<file path="config.mk">
export PLATFORM = sky130hd
export DESIGN_NAME = muldiv_unit_flat
export DESIGN_NICKNAME = d
export VERILOG_FILES = /design/src/rtl/muldiv_if.sv /design/src/rtl/muldiv_unit.sv /design/src/flat_wrapper.sv
export SDC_FILE = /design/constraint.sdc
export NUM_CORES = 1
export LEC_CHECK = 0
export ABC_CLOCK_PERIOD_IN_PS = 5900
export CORE_MARGIN = 4
export CORE_UTILIZATION = 45
export CTS_CLUSTER_DIAMETER = 30
export DETAILED_ROUTE_END_ITERATION = 10
export DONT_BUFFER_PORTS = 1
export GPL_ROUTABILITY_DRIVEN = 1
export HOLD_SLACK_MARGIN = 0.05
export PLACE_DENSITY_LB_ADDON = 0.08
export SYNTH_ARGS = -nofsm -noshare
export SYNTH_HDL_FRONTEND = slang
export SYNTH_SLANG_ARGS = --single-unit
</file>
<file path="constraint.sdc">
create_clock -name clk -period 5.9 [get_ports clk]
set_clock_uncertainty 0.05 [all_clocks]
set_input_delay 1.18 -clock clk [delete_from_list [all_inputs] [get_ports clk]]
set_output_delay 1.18 -clock clk [all_outputs]
set_load 0.05 [all_outputs]
</file>
<file path="src/rtl/muldiv_if.sv">
// EX-stage <-> multiply/divide unit connection: instruction issue, HI/LO moves and results.
interface muldiv_if #(
  parameter int unsigned WIDTH = 32
);
  logic             start;
  logic             flush;
  logic [1:0]       op;
  logic [WIDTH-1:0] src_a;
  logic [WIDTH-1:0] src_b;
  logic             mthi;
  logic             mtlo;
  logic [WIDTH-1:0] wdata;
  logic             hilo_rd;
  logic [WIDTH-1:0] hi;
  logic [WIDTH-1:0] lo;
  logic             busy;
  logic             done;
  logic             stall;

  modport master (
    output start, flush, op, src_a, src_b, mthi, mtlo, wdata, hilo_rd,
    input  hi, lo, busy, done, stall
  );

  modport slave (
    input  start, flush, op, src_a, src_b, mthi, mtlo, wdata, hilo_rd,
    output hi, lo, busy, done, stall
  );
endinterface

</file>
<file path="src/rtl/muldiv_unit.sv">
// Iterative MULT/MULTU/DIV/DIVU engine with architectural HI/LO registers and pipeline stall.
// Optional MULDIV_FAST_MUL_EN: multiplies computed in one cycle, skipping the iterative CALC phase.
module muldiv_unit #(
  parameter int unsigned WIDTH = 32
) (
  input  logic     clk,
  input  logic     rst,
  muldiv_if.slave  bus
);
  localparam int unsigned W2 = 2 * WIDTH;
  localparam int unsigned CW = $clog2(WIDTH);

  typedef enum logic [1:0] {IDLE, CALC, FIX} state_t;

  state_t            state, state_nx;
  logic [CW-1:0]     count;
  logic              is_div, sign_a, neg_res, div_zero;
  logic [WIDTH-1:0]  orig_a, mag_b;
  logic [W2-1:0]     acc;
  logic [WIDTH-1:0]  hi_r, lo_r;
  logic              busy_r, done_r;

  // Operand sign/magnitude capture; only signed ops take magnitudes
  logic              sa_c, sb_c, accept_c, fast_c;
  logic [WIDTH-1:0]  mag_a_c, mag_b_c;

  assign sa_c     = !bus.op[0] && bus.src_a[WIDTH-1];
  assign sb_c     = !bus.op[0] && bus.src_b[WIDTH-1];
  assign mag_a_c  = sa_c ? -bus.src_a : bus.src_a;
  assign mag_b_c  = sb_c ? -bus.src_b : bus.src_b;
  assign accept_c = (state == IDLE) && bus.start && !bus.flush;

`ifdef MULDIV_FAST_MUL_EN
  assign fast_c = !bus.op[1];
`else
  assign fast_c = 1'b0;
`endif

  // One shift-add multiply step: add multiplier to upper half when LSB set, shift right
  logic [WIDTH:0]    mul_sum;
  logic [W2-1:0]     mul_nx;
  assign mul_sum = {1'b0, acc[W2-1:WIDTH]} + {1'b0, (acc[0] ? mag_b : {WIDTH{1'b0}})};
  assign mul_nx  = {mul_sum, acc[WIDTH-1:1]};

  // One restoring divide step: acc holds {remainder, dividend/quotient}
  logic [WIDTH:0]    div_diff;
  logic [W2-1:0]     div_nx;
  assign div_diff = acc[W2-1:WIDTH-1] - {1'b0, mag_b};
  assign div_nx   = div_diff[WIDTH] ? {acc[W2-2:0], 1'b0}
                                    : {div_diff[WIDTH-1:0], acc[WIDTH-2:0], 1'b1};

  // Sign correction applied in FIX
  logic [W2-1:0]     prod_fix;
  logic [WIDTH-1:0]  quo_fix, rem_fix, fix_hi, fix_lo;
  assign prod_fix = neg_res ? -acc : acc;
  assign quo_fix  = neg_res ? -acc[WIDTH-1:0] : acc[WIDTH-1:0];
  assign rem_fix  = sign_a  ? -acc[W2-1:WIDTH] : acc[W2-1:WIDTH];

  always_comb begin
    fix_hi = prod_fix[W2-1:WIDTH];
    fix_lo = prod_fix[WIDTH-1:0];
    if (is_div) begin
      if (div_zero) begin
        fix_hi = orig_a;
        fix_lo = {WIDTH{1'b1}};
      end else begin
        fix_hi = rem_fix;
        fix_lo = quo_fix;
      end
    end
  end

  always_ff @(posedge clk) begin
    if (rst) state <= IDLE;
    else     state <= state_nx;
  end

  always_comb begin
    state_nx = state;
    case (state)
      IDLE:    if (accept_c) state_nx = fast_c ? FIX : CALC;
      CALC:    if (count == CW'(WIDTH - 1)) state_nx = FIX;
      FIX:     state_nx = IDLE;
      default: state_nx = IDLE;
    endcase
  end

  // Datapath and HI/LO; a start in IDLE takes priority over MTHI/MTLO
  always_ff @(posedge clk) begin
    if (rst) begin
      count    <= '0;
      is_div   <= 1'b0;
      sign_a   <= 1'b0;
      neg_res  <= 1'b0;
      div_zero <= 1'b0;
      orig_a   <= '0;
      mag_b    <= '0;
      acc      <= '0;
      hi_r     <= '0;
      lo_r     <= '0;
      busy_r   <= 1'b0;
      done_r   <= 1'b0;
    end else begin
      busy_r <= (state_nx != IDLE);
      done_r <= (state == FIX);
      case (state)
        IDLE: begin
          if (accept_c) begin
            is_div   <= bus.op[1];
            sign_a   <= sa_c;
            neg_res  <= sa_c ^ sb_c;
            div_zero <= (bus.src_b == '0);
            orig_a   <= bus.src_a;
            mag_b    <= mag_b_c;
            count    <= '0;
            if (fast_c) acc <= W2'(mag_a_c) * W2'(mag_b_c);
            else        acc <= {{WIDTH{1'b0}}, mag_a_c};
          end else begin
            if (bus.mthi) hi_r <= bus.wdata;
            if (bus.mtlo) lo_r <= bus.wdata;
          end
        end
        CALC: begin
          count <= count + CW'(1);
          acc   <= is_div ? div_nx : mul_nx;
        end
        FIX: begin
          hi_r <= fix_hi;
          lo_r <= fix_lo;
        end
        default: ;
      endcase
    end
  end

  assign bus.hi    = hi_r;
  assign bus.lo    = lo_r;
  assign bus.busy  = busy_r;
  assign bus.done  = done_r;
  assign bus.stall = busy_r && (bus.start || bus.hilo_rd || bus.mthi || bus.mtlo);
endmodule

</file>
<file path="src/flat_wrapper.sv">
// flat-port wrapper written by rule: the top's interface ports become plain ports
module muldiv_unit_flat 
#(
  parameter int unsigned WIDTH = 32
)
  (clk, rst, bus_start, bus_flush, bus_op, bus_src_a, bus_src_b, bus_mthi, bus_mtlo, bus_wdata, bus_hilo_rd, bus_hi, bus_lo, bus_busy, bus_done, bus_stall);
  muldiv_if #(.WIDTH(WIDTH)) bus_i ();
  input  logic clk;
  input  logic rst;
  input wire logic [$bits(bus_i.start)-1:0] bus_start;
  input wire logic [$bits(bus_i.flush)-1:0] bus_flush;
  input wire logic [$bits(bus_i.op)-1:0] bus_op;
  input wire logic [$bits(bus_i.src_a)-1:0] bus_src_a;
  input wire logic [$bits(bus_i.src_b)-1:0] bus_src_b;
  input wire logic [$bits(bus_i.mthi)-1:0] bus_mthi;
  input wire logic [$bits(bus_i.mtlo)-1:0] bus_mtlo;
  input wire logic [$bits(bus_i.wdata)-1:0] bus_wdata;
  input wire logic [$bits(bus_i.hilo_rd)-1:0] bus_hilo_rd;
  output wire logic [$bits(bus_i.hi)-1:0] bus_hi;
  output wire logic [$bits(bus_i.lo)-1:0] bus_lo;
  output wire logic [$bits(bus_i.busy)-1:0] bus_busy;
  output wire logic [$bits(bus_i.done)-1:0] bus_done;
  output wire logic [$bits(bus_i.stall)-1:0] bus_stall;
  assign bus_i.start = bus_start;
  assign bus_i.flush = bus_flush;
  assign bus_i.op = bus_op;
  assign bus_i.src_a = bus_src_a;
  assign bus_i.src_b = bus_src_b;
  assign bus_i.mthi = bus_mthi;
  assign bus_i.mtlo = bus_mtlo;
  assign bus_i.wdata = bus_wdata;
  assign bus_i.hilo_rd = bus_hilo_rd;
  assign bus_hi = bus_i.hi;
  assign bus_lo = bus_i.lo;
  assign bus_busy = bus_i.busy;
  assign bus_done = bus_i.done;
  assign bus_stall = bus_i.stall;
  muldiv_unit #(.WIDTH(WIDTH)) u_core (.clk(clk), .rst(rst), .bus(bus_i));
endmodule
</file>
==> metrics.txt, run 1 <==
outcome=finished clean; RR Startpoint=u_core.acc[31]; final worst slack=1.25 ns; DR vias=16.8k; static leakage=0.00665 µW; diode count=0; CP Cell Sequence=inv_1 -> ha_1 -> fa_1 -> nand2b_1 -> a21oi_1 -> o41ai_1 -> o31ai_1 -> a31oi_1 -> o311ai_4 -> buf_4 -> mux2_2 -> a21oi_1 -> a21o_1; minimum clock period=4.65 ns; MaxCap Viol Count=0; setup TNS=0 ns; grt total ovfl=0; post-route total power=5740 µW; initial antenna violation count=0; DRT iter0 DRCs=1483; Top Layer Used=met4; crit path buf inv count=2; CTS buffer count=56; Hold Crit Class=reg2reg; ys flop type=dfxtp_1; mapped cell area=16200 µm²; CP top delay family=compound AO/OA/AOI/OAI gates; first-pass GRT wire length=92200 µm; Die Area=39100 µm²; # Post-CTS Setup Buffers=0; WHS Endpoint=u_core.mag_b[31]; FFs w/ async S/R, synth=0%; Pwr Density=313 nW/µm²; dpl cell area=16300 µm²; fraction of layout cells with a size suffix above 1=6.93%; area occupied by multi-input gates=11200 µm²; VDD IR max=0.391 mV; GRT Overall Usage=29.7%; Post-DRT Antenna Nets=0; CTS Buffer Depth=3; metal2 WL=25300 µm; CTS Sinks=205; Crit Path Class=reg2reg; Slew Limit Fails=0; FF-to-FF setup slack=1.25 ns; Routed WL per cell=23.2 µm; Post-Syn Instances=2213; fill count=3553; critical path launch point type=flop; Req. time, crit path=6.37 ns; final core occ=51.5%; DR DRC count=0; commonest cells after routing, fill and taps aside=nand2_1, nor2_1, a21oi_1, dfxtp_1, o21ai_0; RSZ-0062 raised after global routing=no; EDFF count, synth=0; register area=4110 µm²; via/cell ratio=6.42; number of placed I/O pins=172; hold_sp=u_core.mag_b[31]; fin area=18300 µm²; DIE HEIGHT=198 µm; largest net degree at the start of global routing=177; core box area=35600 µm²; Syn Area/Cell=7.33 µm²; DP Worst Slack=1.29 ns; Site Rows=69; buffers added on ports=0; Hold Path Cell Cnt=2; NumNets Final=2282; Synth warnings=0; first drt pass iteration count=5; count of cell types in the netlist=75; Clock Latency Late Sink=0.58 ns; H-tree level count=2; clock root buffer=clkbuf_16; vias in the first global route=15.3k; final wirelength=60600 µm; Clock Pin Slew Worst Setup and Hold Paths=0.05 ns; GP Congestion=0.965; crit path max fanout=14; P&R area growth vs syn=13.0%; Worst setup EP type=flop; Synth Register Bits=205; Routed met3 length=6390 µm; M1 WL=27500 µm; Top cell by count, worst path=a21oi_1; R2R depth=13; reg-to-reg endpoint=u_core.acc[38]; CP max stage delay=0.81 ns; fin crit share=78.8%; final setup violation count=0; width of the die=198 µm; CTS tree=yes; final hold viol count=0; crit path DAT=5.12 ns; Fmax achieved=0.215 GHz; quantity of gates resized following cts=0; worst slew pin tran=1.20 ns; sequential area share after synthesis=25.3%; Crit-path slowest cell=o311ai_4; hold_buf cts=0; starting density of the core=45.6%; hpwl dp=45300 µm; Post-Syn Nets=2390; Relative slew margins=19.0%; commonest non-fill, non-tap cell in the layout=nand2_1
cells by family (layout without fill, tap and decap cells):
kind of cell / after synthesis / in the layout / synth area share, %
multiplexers: 69 / 69 / 4.30
AND/OR/NAND/NOR: 713 / 713 / 20.4
adder cells (fa/ha/maj): 72 / 72 / 5.65
AO/OA/AOI/OAI: 732 / 732 / 29.5
XOR/XNOR: 160 / 160 / 8.64
buffers and inverters: 262 / 198 / 6.22
flip-flops: 205 / 205 / 25.3
stage by stage:
| step | std cells | hold WS [ns] |
|---|---|---|
| global placement | 2508 | 0.392 |
| CTS | 2610 | 0.400 |
| global route | 2610 | 0.423 |
| detailed placement | 2508 | 0.394 |
| floorplan | 2213 | 0.379 |
| finish | 2610 | 0.400 |
power breakdown:
part	leakage, µW	internal, µW	total [µW]	switching [µW]
Clock	0.000968	2290	3210	924
Sequential	0.00168	1470	1690	220
Combinational	0.00400	313	836	523
Total	0.00665	4070	5740	1670
registers in the layout, summed over array words and instances (netlist names):
name	flops
u_core.bus.done	1
u_core.sign_a	1
u_core.neg_res	1
u_core.count	5
u_core.acc	64
u_core.is_div	1
u_core.mag_b	32
u_core.bus.busy	1
u_core.orig_a	32
u_core.bus.hi	32
u_core.state	2
u_core.bus.lo	32
u_core.div_zero	1
cells in the mapped netlist, drive strengths merged (11+ instances only):
cell type / n / share of area, %
a211oi: 111 / 5.1
a21o: 27 / 1.2
a21oi: 206 / 6.4
a22oi: 14 / 0.65
a311oi: 13 / 0.70
a31oi: 25 / 0.96
and3: 20 / 0.77
buf: 16 / 0.51
clkbuf: 176 / 4.1
dfxtp: 205 / 25
ha: 70 / 5.4
inv: 70 / 1.6
mux2i: 64 / 3.9
nand2: 249 / 5.8
nand2b: 20 / 0.77
nand3: 41 / 1.3
nand4: 15 / 0.58
nor2: 207 / 4.8
nor2b: 13 / 0.50
nor3: 42 / 1.3
nor4: 22 / 0.85
o211ai: 22 / 1.0
o21a: 11 / 0.51
o21ai: 140 / 4.3
o221ai: 44 / 2.4
o22ai: 14 / 0.54
o31ai: 24 / 1.1
o41ai: 20 / 1.3
or3: 28 / 1.1
or4: 20 / 0.95
xnor2: 107 / 5.8
xor2: 53 / 2.9
area by class of cell:
cell class                      instances  area share [%]
Sequential cell                       205            22.4
Clock buffer                           78            8.86
Timing Repair Buffer                   26            1.07
Clock inverter                         24            2.16
Multi-Input combinational cell       1746            60.9
Inverter                               70            1.43
Tap cell                              461            3.15
worst register-to-register path: cells and delay by family, from the launching register on:
kind                     cells  cell delay [ns]
AO/OA/AOI/OAI                7             2.47
adder cells (fa/ha/maj)      2             0.64
buffers and inverters        2             0.44
flip-flops                   1             0.45
multiplexers                 1             0.35
AND/OR/NAND/NOR              1             0.18
routing by layer:
metal  global-route usage, %  up-vias
met4                    7.17        0
met3                    7.83       92
met1                    44.0     8049
met2                    43.0      703
met5                       0        -
li1                        -     7912
worst max path at each step:
stage	start	to	slack [ns]	depth (start not counted)
2_1_floorplan	u_core.acc[32]	u_core.acc[48]	2.04	13
3_3_place_gp	u_core.acc[31]	u_core.acc[38]	1.36	13
3_5_place_dp	u_core.acc[31]	u_core.acc[38]	1.29	13
4_1_cts	u_core.acc[31]	u_core.acc[38]	1.26	13
5_1_grt	u_core.acc[31]	u_core.acc[38]	1.04	13
6_report	u_core.acc[31]	u_core.acc[38]	1.25	13
Note: power is estimated with default switching activity, not from simulation.
==> run 2, diff against run 1 <==
Settings changed: ABC_CLOCK_PERIOD_IN_PS 5900 to 3740.
Clock period 5.9 ns to 3.74 ns, I/O delays scaled along.
==> run 2 against run 1 <==
Compared with the run above: fmax rose by 30%; via count rose by 1.3%; flip-flop and latch count did not move; critical path depth fell by 2; sequential share of layout area fell by 0.75 points; total power rose by 58%; clock power rose by 55%; hold slack got worse by 0.15 ns; wire length rose by 2.7%; non-clock buffer count rose by 83; combinational power rose by 71%; critical path type unchanged; critical endpoint is now u_core.acc[61]; largest cell class unchanged.
==> metrics.txt, run 2 (same netlist as run 1, synthesis figures left out) <==
Slew Limit Fails=0; VDD IR max=0.738 mV; Worst setup EP type=flop; CTS tree=yes; number of placed I/O pins=172; starting density of the core=45.6%; minimum clock period=3.57 ns; WHS Endpoint=u_core.mag_b[16]; Hold Path Cell Cnt=1; hpwl dp=47200 µm; DR vias=17.0k; Critical Path Source=u_core.mag_b[1]; commonest non-fill, non-tap cell in the layout=nand2_1; final core occ=53.3%; H-tree level count=2; Post-DRT Antenna Nets=0; crit path max fanout=4; commonest cells after routing, fill and taps aside=nand2_1, nor2_1, a21oi_1, dfxtp_1, o21ai_0; final hold viol count=0; Req. time, crit path=4.14 ns; final setup violation count=0; via/cell ratio=6.31; fraction of layout cells with a size suffix above 1=10.7%; fill count=3509; buffers added on ports=0; Clock Latency Late Sink=0.58 ns; largest net degree at the start of global routing=177; hold_sp=rst; Routed WL per cell=23.1 µm; Site Rows=69; RSZ-0062 raised after global routing=no; Biggest register=u_core.acc; DRT iter0 DRCs=1866; CTS buffer count=54; DIE HEIGHT=198 µm; critical path launch point type=flop; Clock Pin Slew Worst Setup and Hold Paths=0.04 ns; final wirelength=62200 µm; R2R depth=11; RR Startpoint=u_core.mag_b[1]; post-route total power=9070 µW; CTS Sinks=205; first drt pass iteration count=6; DR DRC count=0; final worst slack=0.169 ns; P&R area growth vs syn=16.9%; FF-to-FF setup slack=0.17 ns; grt total ovfl=0; clock root buffer=clkbuf_16; core box area=35600 µm²; register area=4110 µm²; crit path DAT=3.97 ns; reg-to-reg endpoint=u_core.acc[61]; Relative slew margins=32.2%; CTS Buffer Depth=3; static leakage=0.00710 µW; Fmax achieved=0.280 GHz; area occupied by multi-input gates=11200 µm²; first-pass GRT wire length=94100 µm; GP Congestion=0.950; minimum hold slack=0.247 ns; outcome=finished clean; worst slew pin tran=1.02 ns; Hold Crit Class=in2reg; initial antenna violation count=2; Die Area=39100 µm²; Crit Path Class=reg2reg; DP Worst Slack=-0.0355 ns; GRT Overall Usage=30.5%; fin crit share=95.5%; diode count=0; MaxCap Viol Count=0; number of flip-flops in the largest register=64; vias in the first global route=15.7k; Pwr Density=478 nW/µm²; NumNets Final=2363; width of the die=198 µm
-- run 2: worst max path at each step --
stage | end | slack [ns] | cells after the start
after global placement | u_core.acc[38] | -0.002 | 13
final | u_core.acc[61] | 0.17 | 11
after CTS | u_core.bus.hi[2] | 0.07 | 8
after floorplan | u_core.acc[48] | 0.007 | 13
after global routing | u_core.acc[62] | 0.007 | 12
after detailed placement | u_core.acc[38] | -0.04 | 13
-- run 2: final cells by class --
type	instances	share of cell area, %
clock buffers	72	8.17
clock inverters	28	2.28
inverters	70	1.39
multi-input cells	1746	59.0
flip-flops and latches	205	21.7
well taps	461	3.04
repair buffers	109	4.45
-- run 2: critical path, stage by stage (launching register included) --
cell      delay (ns)
dfxtp_1         0.39
inv_1           0.07
ha_1            0.27
nor2b_1         0.15
o31a_1          0.28
o211ai_1        0.35
a21oi_1         0.20
nor3_1          0.32
o21ai_0         0.22
a311oi_1        0.50
mux2_2          0.39
a32o_1          0.25
-- run 2: what timing repair did --
item | 4_1_cts | 5_1_grt
pin swaps | 1 | 1
hold buffers | 0 | 0
hold endpoints to repair | 0 | 0
resized for setup | 0 | 8
setup buffers | 1 | 1
endpoints found under the setup margin | 3 | 32
-- run 2: routing by layer --
metal | vias up | track usage (%) | wire length [µm]
met5 | - | 0 | 26
met3 | 113 | 10.3 | 6700
li1 | 8054 | - | -
met1 | 8061 | 43.5 | 27800
met2 | 747 | 43.7 | 26000
met4 | 4 | 8.47 | 1660
-- run 2: where the power goes --
group,switching [µW],leakage (µW),internal [µW]
registers,319,0.00168,2320
clock network,1420,0.000975,3560
logic,888,0.00444,545
-- run 2: through the flow --
| stage | cell area [µm²] | setup TNS, ns | cells |
|---|---|---|---|
| 3_3_place_gp | 16900 | -0.00202 | 2589 |
| 6_report | 19000 | 0 | 2691 |
| 3_5_place_dp | 16900 | -0.0571 | 2589 |
| 5_1_grt | 19000 | 0 | 2691 |
| 2_1_floorplan | 16200 | 0 | 2213 |
| 4_1_cts | 18900 | 0 | 2690 |
==> run 3, diff against run 2 <==
Settings changed: CORE_UTILIZATION 45 to 36.
==> run 3 against run 2 <==
Compared with the run above: final cell count increased by 5.9%; critical endpoint unchanged; hold slack got worse by 0.027 ns; core utilization decreased by 9.2 points; flip-flop and latch count unchanged; register-to-register slack about the same; total power increased by 12%; clock power increased by 21%; via count decreased by 0.39%; final area increased by 3.3%; fmax increased by 0.11%; die area increased by 24%.
==> metrics.txt, run 3 (same netlist as run 1, synthesis figures left out) <==
fill count=4595; number of flip-flops in the largest register=64; Clk pwr share=59.6%; crit path DAT=3.96 ns; via/cell ratio=5.94; Fmax achieved=0.280 GHz; Hold Crit Class=in2reg; fin crit share=95.4%; RSZ-0062 raised after global routing=no; Clock Latency Late Sink=0.57 ns; register area=4110 µm²; commonest non-fill, non-tap cell in the layout=nand2_1; DRT iter0 DRCs=1442; hpwl dp=52000 µm; width of the die=220 µm; Relative slew margins=29.6%; Clock Pin Slew Worst Setup and Hold Paths=0.04 ns; DR vias=16.9k; Comb power frac=14.2%; Post-DRT Antenna Nets=0; CTS Sinks=205; area occupied by multi-input gates=11200 µm²; Internal Pwr Total=7280 µW; CTS buffer count=69; Reg power frac=26.2%; GP Congestion=0.953; final hold viol count=0; Die Area=48500 µm²; VDD IR max=0.326 mV; MaxCap Viol Count=0; CTS tree=yes; CTS Buffer Depth=3; commonest cells after routing, fill and taps aside=nand2_1, nor2_1, a21oi_1, dfxtp_1, o21ai_0; Switching Power=2870 µW; Worst setup EP type=flop; NumNets Final=2379; initial antenna violation count=1; hold_buf cts=0; GRT Overall Usage=27.0%; minimum clock period=3.57 ns; DIE HEIGHT=220 µm; first-pass GRT wire length=100000 µm; Routed WL per cell=23.6 µm; Sw Share=28.3%; setup TNS=0 ns; H-tree level count=3; diode count=0; vias in the first global route=15.8k; Pwr Density=519 nW/µm²; static leakage=0.00732 µW; final setup violation count=0; first drt pass iteration count=6; starting density of the core=36.5%; DR DRC count=0; largest net degree at the start of global routing=177; fraction of layout cells with a size suffix above 1=11.3%; crit path max fanout=10; Crit Path Class=reg2reg; critical path launch point type=flop; Slew Limit Fails=0; outcome=finished clean; clock root buffer=clkbuf_16; worst slew pin tran=1.05 ns; final wirelength=67400 µm; Site Rows=77; buffers added on ports=0; minimum hold slack=0.219 ns; Biggest register=u_core.acc; grt total ovfl=0; number of placed I/O pins=172; Req. time, crit path=4.13 ns; core box area=44400 µm²; P&R area growth vs syn=20.7%
==> run 3: repair_timing <==
item | in CTS | in global routing
buffers inserted | 0 | 2
endpoints found under the setup margin | 0 | 33
resized for setup | 0 | 8
==> run 3: final cells by class <==
type                    instances  share of cell area [%]
clock buffers                  99                    10.2
clock inverters                27                    2.28
inverters                      70                    1.34
multi-input cells            1746                    57.1
flip-flops and latches        205                    21.0
well taps                     592                    3.78
repair buffers                110                    4.28
==> run 3: path summary, 6_finish.rpt <==
path,start,to,slack (ns),cells past startpoint
max,u_core.acc[32],u_core.acc[61],0.17,12
min,rst,u_core.mag_b[16],0.22,1
max reg2reg,u_core.acc[32],u_core.acc[61],0.17,12
min reg2reg,u_core.mag_b[22],u_core.mag_b[22],0.40,2
==> run 3: critical path, stage by stage, from the launching register on <==
cell	delay, ns
dfxtp_1	0.31
buf_4	0.18
ha_1	0.28
nor2b_1	0.15
o31a_1	0.30
o211ai_1	0.36
a21oi_1	0.22
nor3_1	0.32
o21ai_0	0.18
a311oi_1	0.33
buf_4	0.18
mux2_2	0.32
a32o_1	0.26
==> run 3: power by group through the flow <==
| stage | Sequential (µW) | Clock, µW | Combinational, µW |
|---|---|---|---|
| after floorplan | 2600 | 0 | 1040 |
| after global placement | 2690 | 0 | 1410 |
| after detailed placement | 2690 | 0 | 1420 |
| after CTS | 2650 | 6140 | 1420 |
| after global routing | 2670 | 6270 | 1570 |
| final | 2660 | 6050 | 1440 |
==> run 3: routing by layer <==
| layer | vias up | routed length (µm) | global-route usage (%) |
|---|---|---|---|
| li1 | 8113 | - | - |
| met5 | - | 10 | 0 |
| met3 | 78 | 5510 | 6.44 |
| met4 | 2 | 1380 | 7.52 |
| met2 | 618 | 29300 | 40.5 |
| met1 | 8101 | 31200 | 38.6 |
==> run 3: per-stage QoR <==
stage	power, µW	std cells	setup WS, ns	util, %	area, µm²
2_1_floorplan	3640	2213	0.00664	-	16200
3_3_place_gp	4100	2721	0.0322	38.5	17100
3_5_place_dp	4110	2721	0.0238	38.5	17100
4_1_cts	10200	2847	0.0118	44.0	19500
5_1_grt	10500	2849	0.00253	44.1	19600
6_report	10200	2849	0.173	44.1	19600
